File: config.mk
export PLATFORM = sky130hd
export DESIGN_NAME = adder_driver_flat
export DESIGN_NICKNAME = d
export VERILOG_FILES = /design/src/rtl/adder_driver_pkg.sv /design/src/rtl/adder_driver_if.sv /design/src/rtl/adder_drv_watchdog.sv /design/src/rtl/adder_driver.sv /design/src/flat_wrapper.sv
export SDC_FILE = /design/constraint.sdc
export NUM_CORES = 1
export LEC_CHECK = 0
export BUFFER_PORTS_ARGS = -buffer_cell sky130_fd_sc_hd__buf_2
export CAP_MARGIN = 20
export CORE_UTILIZATION = 46
export DETAILED_ROUTE_END_ITERATION = 10
export PLACE_DENSITY = 0.77
export SETUP_SLACK_MARGIN = 0.2
export SKIP_CTS_REPAIR_TIMING = 1
export SLEW_MARGIN = 20
export SYNTH_ARGS = -nofsm -noshare
export SYNTH_HDL_FRONTEND = slang
export SYNTH_SLANG_ARGS = --single-unit
File: constraint.sdc
create_clock -name clk -period 1.8 [get_ports clk]
set_input_delay 0.27 -clock clk [delete_from_list [all_inputs] [get_ports clk]]
set_output_delay 0.27 -clock clk [all_outputs]
set_load 0.02 [all_outputs]
File: src/rtl/adder_driver_pkg.sv
// Shared definitions for the float-adder driver: FSM state encoding and default width.
package adder_driver_pkg;

  typedef enum logic [2:0] {
    IDLE   = 3'd0,
    SEND   = 3'd1,
    WAIT_Z = 3'd2,
    HOLD   = 3'd3,
    ERR    = 3'd4
  } drv_state_t;

  localparam int DEFAULT_WIDTH = 32;

endpackage

File: src/rtl/adder_driver_if.sv
// Operand/result stb/ack bus between the driver (master) and the float adder (slave).
interface adder_driver_if
  import adder_driver_pkg::*;
#(
  parameter int WIDTH = DEFAULT_WIDTH
);

  logic [WIDTH-1:0] input_a;
  logic             input_a_stb;
  logic             input_a_ack;
  logic [WIDTH-1:0] input_b;
  logic             input_b_stb;
  logic             input_b_ack;
  logic [WIDTH-1:0] output_z;
  logic             output_z_stb;
  logic             output_z_ack;

  modport master (
    output input_a, input_a_stb, input_b, input_b_stb, output_z_ack,
    input  input_a_ack, input_b_ack, output_z, output_z_stb
  );

  modport slave (
    input  input_a, input_a_stb, input_b, input_b_stb, output_z_ack,
    output input_a_ack, input_b_ack, output_z, output_z_stb
  );

endinterface

File: src/rtl/adder_drv_watchdog.sv
// Per-operation cycle watchdog for adder_driver; only built when ADDER_DRV_TIMEOUT_EN is defined.
`ifdef ADDER_DRV_TIMEOUT_EN
module adder_drv_watchdog #(
  parameter int TIMEOUT_CYCLES = 1024
) (
  input  logic clk,
  input  logic rst,
  input  logic load,
  input  logic enable,
  output logic expired
);

  localparam int CW = $clog2(TIMEOUT_CYCLES) + 1;

  logic [CW-1:0] count;

  // Restarts at zero when an operation is accepted, then counts every cycle it is outstanding.
  always_ff @(posedge clk or negedge rst) begin
    if (!rst) begin
      count <= '0;
    end else if (load) begin
      count <= '0;
    end else if (enable) begin
      count <= count + CW'(1);
    end
  end

  assign expired = enable && (count == CW'(TIMEOUT_CYCLES - 1));

endmodule
`endif

File: src/rtl/adder_driver.sv
// Initiator for the float adder stb/ack protocol: one operand pair in, one result out at a time.
// Optional per-operation timeout with ERR state is enabled by defining ADDER_DRV_TIMEOUT_EN.
module adder_driver
  import adder_driver_pkg::*;
#(
  parameter int WIDTH          = DEFAULT_WIDTH,
  parameter int TIMEOUT_CYCLES = 1024,
  parameter int CNT_W          = 16
) (
  input  logic              clk,
  input  logic              rst,
  input  logic [WIDTH-1:0]  cmd_a,
  input  logic [WIDTH-1:0]  cmd_b,
  input  logic              cmd_valid,
  output logic              cmd_ready,
  adder_driver_if.master    adder,
  output logic [WIDTH-1:0]  res_z,
  output logic              res_valid,
  input  logic              res_ready,
  output logic              busy,
  output logic [CNT_W-1:0]  op_count,
  output logic              err,
  input  logic              err_clr
);

  drv_state_t state;
  logic       a_done;
  logic       b_done;

  // An operand counts as delivered once its strobe is down or is being acked this cycle.
  assign a_done = !adder.input_a_stb || adder.input_a_ack;
  assign b_done = !adder.input_b_stb || adder.input_b_ack;

  assign cmd_ready          = (state == IDLE);
  assign busy               = (state != IDLE);
  assign adder.output_z_ack = (state == WAIT_Z);

`ifdef ADDER_DRV_TIMEOUT_EN
  logic expired;

  adder_drv_watchdog #(
    .TIMEOUT_CYCLES(TIMEOUT_CYCLES)
  ) u_watchdog (
    .clk     (clk),
    .rst     (rst),
    .load    ((state == IDLE) && cmd_valid),
    .enable  ((state == SEND) || (state == WAIT_Z)),
    .expired (expired)
  );
`else
  logic unused_cfg;

  assign err        = 1'b0;
  assign unused_cfg = err_clr ^ (TIMEOUT_CYCLES == 0);
`endif

  // Completion of a handshake takes priority over a watchdog expiry in the same cycle.
  always_ff @(posedge clk or negedge rst) begin
    if (!rst) begin
      state             <= IDLE;
      adder.input_a     <= '0;
      adder.input_b     <= '0;
      adder.input_a_stb <= 1'b0;
      adder.input_b_stb <= 1'b0;
      res_z             <= '0;
      res_valid         <= 1'b0;
      op_count          <= '0;
`ifdef ADDER_DRV_TIMEOUT_EN
      err               <= 1'b0;
`endif
    end else begin
      case (state)
        IDLE: begin
          if (cmd_valid) begin
            adder.input_a     <= cmd_a;
            adder.input_b     <= cmd_b;
            adder.input_a_stb <= 1'b1;
            adder.input_b_stb <= 1'b1;
            state             <= SEND;
          end
        end
        SEND: begin
          if (adder.input_a_ack) adder.input_a_stb <= 1'b0;
          if (adder.input_b_ack) adder.input_b_stb <= 1'b0;
          if (a_done && b_done) begin
            state <= WAIT_Z;
          end
`ifdef ADDER_DRV_TIMEOUT_EN
          else if (expired) begin
            adder.input_a_stb <= 1'b0;
            adder.input_b_stb <= 1'b0;
            err               <= 1'b1;
            state             <= ERR;
          end
`endif
        end
        WAIT_Z: begin
          if (adder.output_z_stb) begin
            res_z     <= adder.output_z;
            res_valid <= 1'b1;
            op_count  <= op_count + CNT_W'(1);
            state     <= HOLD;
          end
`ifdef ADDER_DRV_TIMEOUT_EN
          else if (expired) begin
            err   <= 1'b1;
            state <= ERR;
          end
`endif
        end
        HOLD: begin
          if (res_ready) begin
            res_valid <= 1'b0;
            state     <= IDLE;
          end
        end
`ifdef ADDER_DRV_TIMEOUT_EN
        ERR: begin
          if (err_clr) begin
            err   <= 1'b0;
            state <= IDLE;
          end
        end
`endif
        default: state <= IDLE;
      endcase
    end
  end

endmodule

File: src/flat_wrapper.sv
// flat-port wrapper written by rule: the top's interface ports become plain ports
module adder_driver_flat import adder_driver_pkg::*;
#(
  parameter int WIDTH          = DEFAULT_WIDTH,
  parameter int TIMEOUT_CYCLES = 1024,
  parameter int CNT_W          = 16
)
  (clk, rst, cmd_a, cmd_b, cmd_valid, cmd_ready, res_z, res_valid, res_ready, busy, op_count, err, err_clr, adder_input_a, adder_input_a_stb, adder_input_b, adder_input_b_stb, adder_output_z_ack, adder_input_a_ack, adder_input_b_ack, adder_output_z, adder_output_z_stb);
  adder_driver_if #(.WIDTH(WIDTH)) adder_i ();
  input  logic clk;
  input  logic rst;
  input  logic [WIDTH-1:0] cmd_a;
  input  logic [WIDTH-1:0] cmd_b;
  input  logic cmd_valid;
  output logic cmd_ready;
  output logic [WIDTH-1:0] res_z;
  output logic res_valid;
  input  logic res_ready;
  output logic busy;
  output logic [CNT_W-1:0] op_count;
  output logic err;
  input  logic err_clr;
  output wire logic [$bits(adder_i.input_a)-1:0] adder_input_a;
  output wire logic [$bits(adder_i.input_a_stb)-1:0] adder_input_a_stb;
  output wire logic [$bits(adder_i.input_b)-1:0] adder_input_b;
  output wire logic [$bits(adder_i.input_b_stb)-1:0] adder_input_b_stb;
  output wire logic [$bits(adder_i.output_z_ack)-1:0] adder_output_z_ack;
  input wire logic [$bits(adder_i.input_a_ack)-1:0] adder_input_a_ack;
  input wire logic [$bits(adder_i.input_b_ack)-1:0] adder_input_b_ack;
  input wire logic [$bits(adder_i.output_z)-1:0] adder_output_z;
  input wire logic [$bits(adder_i.output_z_stb)-1:0] adder_output_z_stb;
  assign adder_input_a = adder_i.input_a;
  assign adder_input_a_stb = adder_i.input_a_stb;
  assign adder_input_b = adder_i.input_b;
  assign adder_input_b_stb = adder_i.input_b_stb;
  assign adder_output_z_ack = adder_i.output_z_ack;
  assign adder_i.input_a_ack = adder_input_a_ack;
  assign adder_i.input_b_ack = adder_input_b_ack;
  assign adder_i.output_z = adder_output_z;
  assign adder_i.output_z_stb = adder_output_z_stb;
  adder_driver #(.WIDTH(WIDTH), .TIMEOUT_CYCLES(TIMEOUT_CYCLES), .CNT_W(CNT_W)) u_core (.clk(clk), .rst(rst), .cmd_a(cmd_a), .cmd_b(cmd_b), .cmd_valid(cmd_valid), .cmd_ready(cmd_ready), .adder(adder_i), .res_z(res_z), .res_valid(res_valid), .res_ready(res_ready), .busy(busy), .op_count(op_count), .err(err), .err_clr(err_clr));
endmodule
==> results of run 1 <==
final cells by class:
cell class	instances	area, um2	share of cell area
clock inverter	9	102.6	0.01363
multi-input combinational	162	1605	0.2133
timing repair buffer	326	2235	0.2970
clock buffer	21	469.2	0.06235
inverter	5	18.77	0.002494
tap	133	166.4	0.02212
sequential	117	2928	0.3891
power groups by stage:
| stage | logic, mW | registers (mW) | clock network [mW] |
|---|---|---|---|
| floorplan | 1.60 | 5.99 | 0 |
| global placement | 4.80 | 4.43 | 0 |
| detailed placement | 4.93 | 4.53 | 0 |
| CTS | 4.96 | 4.51 | 3.27 |
| global route | 5.85 | 4.74 | 3.41 |
| finish | 5.50 | 4.60 | 3.23 |
kinds of logic after synthesis:
logic type,count (synthesis),share of synthesized area
flip-flops,117,0.6386
multiplexers,98,0.2407
AND/OR/NAND/NOR,35,0.04667
buffers and inverters,16,0.01883
XOR/XNOR,15,0.02866
AO/OA/AOI/OAI,8,0.01201
adder cells (fa/ha/maj),5,0.01365
other,1,0.0008180
worst max-delay path: stages (launching register included):
cell and delay [ns]:
dfrtp_1 0.41, inv_2 0.12, ha_4 0.18, inv_2 0.05, buf_6 0.12
synthesized netlist by cell type (all sizes together):
cell       n
o2111ai    1
nor3       2
a32oi      1
conb       1
nand4      3
nand2b     3
o21ai      4
nor2b      2
or2        1
nor2       4
xor2       5
a22o       2
nand3      4
xnor2     10
nand2     11
dfrtp    117
buf       11
and3       1
and4       3
mux2      98
and2       1
ha         5
inv        5
final timing paths:
| kind | startpoint | cells past startpoint | to |
|---|---|---|---|
| max in group asynchronous | rst | 3 | u_core.adder.input_a[24] |
| min in group asynchronous | rst | 3 | u_core.res_z[17] |
| worst min register to register | u_core.op_count[15] | 1 | u_core.op_count[15] |
| worst max-delay path | u_core.state[0] | 4 | busy |
| worst min-delay path | cmd_b[19] | 2 | u_core.adder.input_b[19] |
| worst max register to register | u_core.state[1] | 6 | u_core.state[1] |
state kept, by name, indices dropped and copies added (netlist names):
name / flops
u_core.adder.input_a: 32
u_core.state: 2
u_core.res_z: 32
u_core.adder.input_a_stb: 1
u_core.res_valid: 1
u_core.op_count: 16
u_core.adder.input_b_stb: 1
u_core.adder.input_b: 32
per-layer routing:
metal | part of all wire | global-route usage | routed length (um) | vias to the layer above
li1 | - | - | - | 1700
met1 | 0.36 | 0.2174 | 5072 | 1874
met2 | 0.53 | 0.3404 | 7457 | 178
met3 | 0.078 | 0.08413 | 1097 | 41
met4 | 0.028 | 0.1000 | 398 | 0
met5 | 0 | 0 | 0 | -
stage by stage:
| step | instance area [um2] | setup slack [ns] | hold WS [ns] | instances | TNS, ns |
|---|---|---|---|---|---|
| final | 7525 | 0.1378 | 0.003834 | 773 | 0 |
| after global routing | 7525 | 0.07067 | -0.01510 | 773 | 0 |
| after CTS | 6431 | -0.003718 | -0.1349 | 671 | -0.003718 |
| after detailed placement | 5859 | 0.1336 | 0.4067 | 641 | 0 |
| after global placement | 5859 | 0.2081 | 0.4007 | 641 | 0 |
| after floorplan | 4589 | 0.1476 | -0.02559 | 295 | 0 |
==> impl_metrics.env, run 1 <==
export IMPL_power_leakage_nw=3.707
export IMPL_crit_path_start_kind="flop"
export IMPL_rows=36
export IMPL_ant_nets=0
export IMPL_overflow=0
export IMPL_cts_sinks=117
export IMPL_synthTopCellsByArea="dfrtp_1 (64%), mux2_1 (22%), mux2_2 (2.5%), xnor2_1 (1.9%), ha_1 (1.4%)"
export IMPL_swShare=0.3831
export IMPL_drc=0
export IMPL_grt_max_degree=118
export IMPL_syn_area_per_cell_um2=15.54
export IMPL_slew_viol_final=0
export IMPL_setup_viol=0
export IMPL_postSynthCellCount=295
export IMPL_cts_htree_levels=4
export IMPL_drive_gt1_frac=0.4422
export IMPL_min_period_ns=1.662
export IMPL_antenna_found_initial=0
export IMPL_core_area_um2=9729
export IMPL_dpl_hpwl_um=7246
export IMPL_gp_congestion=0.6876
export IMPL_hold_viol=0
export IMPL_netlist_cell_type_count=28
export IMPL_final_nets=738
export IMPL_synth_top_area_frac=0.6386
export IMPL_ys_seq_area_frac=0.6386
export IMPL_io_pins=223
export IMPL_grt_pass1_vias=3190
export IMPL_via_per_inst=4.907
export IMPL_rsz0062_at_grt="true"
export IMPL_dr_pass1_iters=6
export IMPL_clock_latency_ns=0.51
export IMPL_power_switching_mw=5.104
export IMPL_finalCritPeriodShare=0.9234
export IMPL_fillCellCount=593
export IMPL_cts_tree="done"
export IMPL_synth_top_cell_by_area="dfrtp_1"
export IMPL_ys_ff_latch=117
export IMPL_clockPowerShare=0.242
export IMPL_combPwrFrac=0.413
export IMPL_power_density_nw_per_um2=1771
export IMPL_wl_um=14030
export IMPL_dieArea_um2=10370
export IMPL_maxCapViolCount=0
export IMPL_path_class="reg -> out"
export IMPL_final_common_cell="buf_2"
export IMPL_yosysWarningCount=0
export IMPL_diodes=0
export IMPL_cts_clk_slew_worst_paths_ns=0.06
export IMPL_p_int_mw=8.220
export IMPL_worstSetupEndpointType="output pin"
export IMPL_ir_drop_uv=993.7
export IMPL_fp_dieH_um=101.8
export IMPL_grt_pass1_wl_um=15320
export IMPL_mostFrequentLayoutCells="buf_2 (216), dfrtp_1 (117), dlygate4sd3_1 (96)"
export IMPL_synth_nets=404
export IMPL_clock_fmax_ghz=0.6016
export IMPL_p_seq_frac=0.345
export IMPL_vias=3793
export IMPL_final_util=0.7734
export IMPL_max_slew_margin_rel=0.5678
export IMPL_synthesis_area_um2=4584
export IMPL_numCtsBuffers=17
export IMPL_outcome="finished, final reports clean"
export IMPL_reg2reg_slack_ns=0.20
export IMPL_total_power_mw=13.32
export IMPL_port_buffer_count=220
export IMPL_grtUsageTotal=0.2010
export IMPL_initial_core_util=0.4712
export IMPL_area_growth_pct=64.14
export IMPL_cp_max_fo=6
export IMPL_tightest_slew_ns=0.6483
export IMPL_cts_root_buf="clkbuf_8"
export IMPL_cp_arrival_ns=1.39
export IMPL_drtIter0Drc=67
export IMPL_clockBufferDepth=2
export IMPL_wl_per_cell_um=18.14
export IMPL_die_w_um=101.8
export IMPL_finClkSkew_ns=0.007193
export IMPL_crit_required_ns=1.53
export IMPL_hold_class="in -> reg"
Power figures use the tool's default switching activity.
==> inputs of run 2 (changes only) <==
--- a/config.mk
+++ b/config.mk
@@ -10,7 +10,7 @@
 export CORE_UTILIZATION = 46
 export DETAILED_ROUTE_END_ITERATION = 10
 export PLACE_DENSITY = 0.77
-export SETUP_SLACK_MARGIN = 0.2
+export SETUP_SLACK_MARGIN = 0.4
 export SKIP_CTS_REPAIR_TIMING = 1
 export SLEW_MARGIN = 20
 export SYNTH_ARGS = -nofsm -noshare
==> impl_metrics.env, run 2 (same netlist as run 1, synthesis figures left out) <==
export IMPL_outcome="finished, final reports clean"
export IMPL_clock_latency_ns=0.51
export IMPL_hold_viol=0
export IMPL_cts_tree="done"
export IMPL_cts_clk_slew_worst_paths_ns=0.06
export IMPL_overflow=0
export IMPL_area_growth_pct=78.98
export IMPL_fin_cells=814
export IMPL_power_leakage_nw=4.062
export IMPL_cp_slowest_cell="dfrtp_1"
export IMPL_wl_um=15580
export IMPL_grtUsageTotal=0.1984
export IMPL_path_class="reg -> out"
export IMPL_final_nets=777
export IMPL_die_w_um=101.8
export IMPL_grt_pass1_vias=3215
export IMPL_wl_per_cell_um=19.14
export IMPL_grtUsageMet2=0.3488
export IMPL_dpl_hpwl_um=7634
export IMPL_drive_gt1_frac=0.5257
export IMPL_final_common_cell="buf_2"
export IMPL_grt_max_degree=36
export IMPL_dieArea_um2=10370
export IMPL_core_area_um2=9729
export IMPL_p_seq_frac=0.319
export IMPL_cp_common_cell="inv_2"
export IMPL_p_int_mw=9.223
export IMPL_fp_dieH_um=101.8
export IMPL_path_cells="inv_2, ha_4, inv_2, buf_6"
export IMPL_rows=36
export IMPL_fillCellCount=506
export IMPL_maxCapViolCount=0
export IMPL_gr_usage_met3=0.07798
export IMPL_numCtsBuffers=17
export IMPL_ir_drop_uv=1074
export IMPL_drtIter0Drc=106
export IMPL_combPwrFrac=0.442
export IMPL_power_density_nw_per_um2=1794
export IMPL_power_switching_mw=5.500
export IMPL_drc=0
export IMPL_clockPowerShare=0.239
export IMPL_grt_pass1_wl_um=15350
export IMPL_critPathTopFamily="flip-flops"
export IMPL_dp_cells=649
export IMPL_rsz0062_at_grt="true"
export IMPL_cp_max_fo=4
export IMPL_min_period_ns=1.648
export IMPL_worst_path_buf_inv=3
export IMPL_finClkSkew_ns=0.007450
export IMPL_slew_viol_final=0
export IMPL_cts_sinks=117
export IMPL_vias=3998
export IMPL_antenna_found_initial=0
export IMPL_initial_core_util=0.4712
export IMPL_io_pins=223
export IMPL_crit_path_start_kind="flop"
export IMPL_reg_top3="u_core.adder.input_a: 32 flops, u_core.adder.input_b: 32 flops, u_core.res_z: 32 flops"
export IMPL_busiest_layer="met2"
export IMPL_via_per_inst=4.912
export IMPL_port_buffer_count=220
export IMPL_setup_tns_ns=0
export IMPL_gp_congestion=0.7605
export IMPL_cpPeakStageDelay_ns=0.40
export IMPL_swShare=0.3736
export IMPL_cts_root_buf="clkbuf_8"
export IMPL_worstSetupEndpointType="output pin"
export IMPL_finalCritPeriodShare=0.9155
export IMPL_mostFrequentLayoutCells="buf_2 (204), dfrtp_1 (109), dlygate4sd3_1 (96)"
export IMPL_dr_pass1_iters=4
export IMPL_cts_htree_levels=4
export IMPL_ant_nets=0
export IMPL_met1_usage=0.2172
export IMPL_clock_fmax_ghz=0.6069
export IMPL_cp_arrival_ns=1.38
export IMPL_place_ws_ns=0.1997
export IMPL_setup_viol=0
export IMPL_clockBufferDepth=2
export IMPL_crit_required_ns=1.53
export IMPL_finalWorstSetupSlack_ns=0.1521
export IMPL_diodes=0
export IMPL_hold_class="in -> reg"
run 2: changes by cell type in the layout (fill, tap and decap cells not counted), sizes merged:
cell | before | now
clkinvlp | 3 | 0
bufinv | 2 | 4
clkinv | 4 | 5
and2 | 1 | 2
clkbuf | 23 | 27
buf | 228 | 263
nand2 | 11 | 12
run 2: per-stage QoR:
step / power (mW) / cell area (um2) / hold slack (ns) / utilization
4_1_cts: 13.18 / 6606 / -0.2828 / 0.6790
3_3_place_gp: 9.421 / 5991 / 0.2539 / 0.6157
5_1_grt: 15.35 / 8205 / -0.001003 / 0.8434
3_5_place_dp: 9.653 / 5991 / 0.2605 / 0.6157
2_1_floorplan: 7.735 / 4668 / -0.02559 / -
6_report: 14.72 / 8205 / 0.03659 / 0.8434
run 2: layout make-up:
class                      instances  area [um2]  share of cell area
sequential                       117        2938              0.3580
timing repair buffer             363        2679              0.3265
multi-input combinational        164        1788              0.2179
clock buffer                      23       466.7             0.05688
tap                              133       166.4             0.02028
clock inverter                     9       148.9             0.01815
inverter                           5       18.77            0.002287
run 2: worst paths after layout:
kind	startpoint	to	slack (ns)	depth (start not counted)
worst max-delay path	u_core.state[0]	busy	0.15	4
worst min-delay path	cmd_a[23]	u_core.adder.input_a[23]	0.04	2
worst max register to register	u_core.state[0]	u_core.adder.input_b[20]	0.15	6
worst min register to register	u_core.op_count[15]	u_core.op_count[15]	0.46	1
max in group asynchronous	rst	u_core.op_count[0]	0.88	3
min in group asynchronous	rst	u_core.adder.input_a[25]	0.28	2
run 2: power by group through the flow:
stage / Sequential [mW] / Clock (mW) / Combinational [mW]
floorplan: 6.00 / 0 / 1.73
global placement: 4.45 / 0 / 4.97
detailed placement: 4.55 / 0 / 5.10
CTS: 4.53 / 3.53 / 5.13
global route: 4.81 / 3.70 / 6.85
finish: 4.69 / 3.53 / 6.51
run 2: per-layer routing:
| layer | part of all wire | routed length [um] | vias up |
|---|---|---|---|
| met4 | 0.028 | 444 | 0 |
| met2 | 0.55 | 8645 | 181 |
| li1 | - | - | 1777 |
| met3 | 0.067 | 1043 | 40 |
| met1 | 0.35 | 5448 | 2000 |
| met5 | 0 | 0 | - |
run 2: worst register-to-register path: stages (launching register included):
cell and delay [ns]:
dfrtp_1 0.40, inv_2 0.12, ha_4 0.18, buf_4 0.18, nand2_4 0.11, buf_12 0.17
mux2_1 0.36
